<file path="config.mk">
export PLATFORM = sky130hd
export DESIGN_NAME = seq_encoder_8x3
export DESIGN_NICKNAME = d
export VERILOG_FILES = /design/src/rtl/seq_encoder_8x3.sv
export SDC_FILE = /design/constraint.sdc
export NUM_CORES = 1
export LEC_CHECK = 0
export CAP_MARGIN = 20
export CORE_MARGIN = 2
export CORE_UTILIZATION = 45
export CTS_BUF_LIST = sky130_fd_sc_hd__clkbuf_2 sky130_fd_sc_hd__clkbuf_4 sky130_fd_sc_hd__clkbuf_8
export CTS_CLUSTER_DIAMETER = 200
export DETAILED_ROUTE_END_ITERATION = 12
export PLACE_DENSITY = 0.77
export SLEW_MARGIN = 0
export SYNTH_ARGS = -nofsm -noshare
export SYNTH_HDL_FRONTEND = slang
export SYNTH_SLANG_ARGS = --single-unit
</file>
<file path="constraint.sdc">
create_clock -name clk -period 3.4 [get_ports clk]
set_input_delay 1.02 -clock clk [delete_from_list [all_inputs] [get_ports clk]]
set_output_delay 1.02 -clock clk [all_outputs]
set_load 0.02 [all_outputs]
</file>
<file path="src/rtl/seq_encoder_8x3.sv">
// seq_encoder_8x3: valid/ready 8-to-3 encoder emitting each set-bit index of an accepted vector in priority order
module seq_encoder_8x3 #(
  parameter int PRIORITY_MSB = 1
) (
  input  logic       clk,
  input  logic       rst,
  input  logic       E,
  input  logic       in_valid,
  output logic       in_ready,
  input  logic [7:0] D,
  output logic       out_valid,
  input  logic       out_ready,
  output logic [2:0] A,
  output logic       last,
  output logic       zero,
  output logic [3:0] count
);
  typedef enum logic [1:0] {IDLE, SCAN, ZERO} state_t;
  state_t state, state_n;
  logic [7:0] pend, pend_n;
  logic [3:0] count_n;
  // priority encoder over the pending bits; the last hit in scan order is the winner
  always_comb begin
    A = 3'd0;
    for (int i = 0; i < 8; i++) begin
      if (PRIORITY_MSB != 0 && pend[i]) A = 3'(i);
      if (PRIORITY_MSB == 0 && pend[7-i]) A = 3'(7 - i);
    end
  end
  // handshake decode, output flags and next-state; pend is empty in IDLE/ZERO so A reads 0 there
  always_comb begin
    state_n = state;
    pend_n = pend;
    count_n = count;
    in_ready = state == IDLE && E && !rst;
    out_valid = state != IDLE;
    zero = state == ZERO;
    last = zero || (pend != 8'd0 && (pend & (pend - 8'd1)) == 8'd0);
    if (in_valid && in_ready) begin
      pend_n = D;
      count_n = 4'($countones(D));
      state_n = D == 8'd0 ? ZERO : SCAN;
    end
    if (out_valid && out_ready) begin
      pend_n = pend & ~(8'd1 << A);
      state_n = last ? IDLE : state;
    end
  end
  // state, pending vector and latched popcount
  always_ff @(posedge clk) begin
    if (rst) begin
      state <= IDLE;
      pend <= 8'd0;
      count <= 4'd0;
    end else begin
      state <= state_n;
      pend <= pend_n;
      count <= count_n;
    end
  end
endmodule

</file>
==> metrics.md <==
| Metric | Value |
|---|---|
| Outcome | `finished, final reports clean` |
| Port buffer count | `23` |
| Fin crit share | `0.977` |
| Post-route DRC | `0` |
| Drt initial violations | `26` |
| Total grt overflow | `0` |
| Worst Skew | `6.95 ps` |
| Synth Flop Type | `dfxtp_1` |
| Num CTS Buffers | `3` |
| Yosys reg bits | `14` |
| Design area | `about 1300 sq um` |
| Crit path launch type | `primary input` |
| Final ANT Viol Nets | `0` |
| CTS tree | `built` |
| CP max-delay cell | `fa_1` |
| Worst Tran Pin Value | `approximately 400 ps` |
| Tmin final | `approximately 3300 ps` |
| DR WL/cell | `about 14 um` |
| H-tree Lvls | `1` |
| Synth-to-Final Area Change | `33.4%` |
| Final Setup Violations | `0` |
| Worst Hold Depth | `2` |
| Net Count, Synth | `140` |
| Initial core utilization | `0.488` |
| Synth cell types | `38` |
| Post-Syn Instances | `119` |
| Sequential share of the synthesized area | `0.287` |
| Slew Limit Fails | `0` |
| Die height | `50.6 um` |
| Die width | `50.6 um` |
| Crit Path Max Fanout | `2` |
| Clock sink count | `14` |
| Share of cells above drive strength 1 | `0.181` |
| Cells on worst reg2reg path | `5` |
| Core area | `about 2000 sq um` |
| Root buffer cell | `clkbuf_4` |
| Critical path required time | `3600 ps` |
| Yosys warns | `0` |
| Cell family with most CP delay | `adder cells` |
| Max Fclk | `between 300 and 400 MHz` |
| Filler cells | `186` |
| Reg clk slew, reported paths | `roughly 80 ps` |
| First-pass GRT wire length | `approximately 4200 um` |
| Placed instance count | `between 150 and 200` |
| Rows | `16` |
| Area of placed instances | `around 1300 sq um` |
| Critical path class | `primary input to register` |
| Post-synth EDFFs | `0` |
| Maximum root-to-sink buffer count | `2` |
| Buf/Inv on CP | `4` |
| Max-cap violations | `0` |
| Vias in the first global route | `about 1.0k` |
| Vias/cell | `between 5 and 6` |
| Synth async-reset ratio | `0` |
| Crit. End Element | `register` |
| HPWL Detailed | `1920 um` |
| Vias | `~970` |
| Initial antenna violation count | `0` |
| Hold crit path type | `register to register` |
| Slew headroom | `0.732` |
| Final nets | `172` |
| Pwr dens | `338 nW/um^2` |
| Largest net degree at the start of global routing | `17` |
| CP max stage delay | `around 530 ps` |
| Leakage | `roughly 0.00053 uW` |
| Worst skew pair latency | `280 ps` |
| WL final | `~2400 um` |
| Peak supply drop | `between 0.2 and 0.3 mV` |
| Reg area | `approximately 280 sq um` |
| GRT Resource Usage Total | `0.213` |
| Worst-path cell chain | `buf_6 -> fa_1 -> inv_1 -> fa_1 -> fa_1 -> inv_1 -> ha_2 -> inv_2 -> fa_2 -> a211oi_2` |
| Unrepaired setup endpoints after global routing | `no` |
| Ports | `24` |
| Inserted Diodes | `0` |
| Top cell by count, worst path | `fa_1` |
| Mapped Area | `just under 1000 sq um` |
| Non-Filler Instances | `roughly 180` |
| Die ar. | `2560 sq um` |
| WP depth | `10` |
| Drt pass-1 iters | `4` |
| Placer Congestion | `~0.8` |
| Final Hold Viols | `0` |
| Synth Area per Inst | `between 8 and 9 sq um` |
| Multi-input gate area | `about 630 sq um` |
| Critical Path AT | `about 3500 ps` |
==> layout make-up <==
type / count / share of cell area
multi-input combinational: 87 / 0.487
sequential: 14 / 0.215
timing repair buffer: 31 / 0.215
inverter: 14 / 0.0403
tap: 27 / 0.0259
clock buffer: 3 / 0.0173
==> cell usage in the layout (no fill, tap or decap), types with 3 or more instances in the layout <==
master	synthesis	routed
a21oi_1	10	10
buf_4	1	8
clkbuf_4	0	3
clkdlybuf4s50_1	0	19
dfxtp_1	14	14
fa_1	4	3
ha_1	4	3
inv_1	14	13
nand2_1	18	18
nand3_1	5	5
nor2_1	5	5
nor4b_1	4	4
o211ai_1	4	4
o21ai_0	4	3
==> tightest hold or removal path, cell delays in order, from the launching register on <==
cell	delay, ps
dfxtp_1	320
nand2_1	50
a21oi_1	50
==> timing repair <==
item	4_1_cts	5_1_grt
setup endpoints to repair	3	2
pin swaps	5	4
resized for setup	19	0
setup buffers	0	0
hold buffers	0	0
==> logic make-up (layout without fill, tap and decap cells) <==
family	after synthesis	count (layout)	synth area share
DFF	14	14	0.287
xor gates and xnor gates	1	1	0.00896
adders and majority gates	8	8	0.133
and+or+nand+nor	49	49	0.294
AOI/OAI and AO/OA	29	29	0.202
buffers and inverters	18	48	0.0743
==> flip-flops by register name, summed over array words and instances (netlist names) <==
register / count
state: 2
pend: 8
count: 4
==> path summary, 6_finish.rpt <==
kind	from	endpoint	slack [ps]
setup / recovery	D[0]	count[1]	80
hold / removal	count[3]	count[3]	470
setup reg to reg	state[0]	pend[0]	1800
hold reg to reg	count[3]	count[3]	470
==> where the power goes <==
part / switching (uW) / internal [uW] / total (uW)
Sequential: 10.3 / 172 / 183
Clock: 52.5 / 41.1 / 93.5
Combinational: 83.0 / 81.7 / 165
==> cell usage after synthesis, types with 2 or more instances <==
| library cell | n | share of area |
|---|---|---|
| nand3_1 | 5 | 0.026 |
| nor2b_1 | 2 | 0.013 |
| fa_1 | 4 | 0.082 |
| nor3_1 | 2 | 0.010 |
| a21oi_1 | 10 | 0.051 |
| nand2_1 | 18 | 0.069 |
| clkbuf_1 | 2 | 0.0077 |
| nor2_1 | 5 | 0.019 |
| o21ai_0 | 4 | 0.020 |
| nand3b_1 | 2 | 0.015 |
| o21bai_1 | 2 | 0.015 |
| dfxtp_1 | 14 | 0.29 |
| or3_1 | 2 | 0.013 |
| ha_1 | 4 | 0.051 |
| inv_1 | 14 | 0.054 |
| nor4b_1 | 4 | 0.036 |
| o211ai_1 | 4 | 0.031 |
==> layer usage <==
| metal | share of wire | global-route usage |
|---|---|---|
| met1 | 0.42 | 0.247 |
| met2 | 0.52 | 0.393 |
| met3 | 0.060 | 0.0446 |
| met4 | 0 | 0.0541 |
| met5 | 0 | 0 |
==> stage by stage <==
step | util | worst slack, ps | TNS, ps | hold WS [ps] | total power, uW
6_report | 0.651 | 79.5 | 0 | 469 | 441
5_1_grt | 0.651 | 22.7 | 0 | 517 | 468
4_1_cts | 0.651 | -12.3 | -12.3 | 470 | 443
3_5_place_dp | 0.640 | -641 | -1740 | 453 | 346
3_3_place_gp | 0.640 | -559 | -1550 | 443 | 340
2_1_floorplan | - | -31.5 | -31.5 | 489 | 277
(Power assumes the default switching activity.)
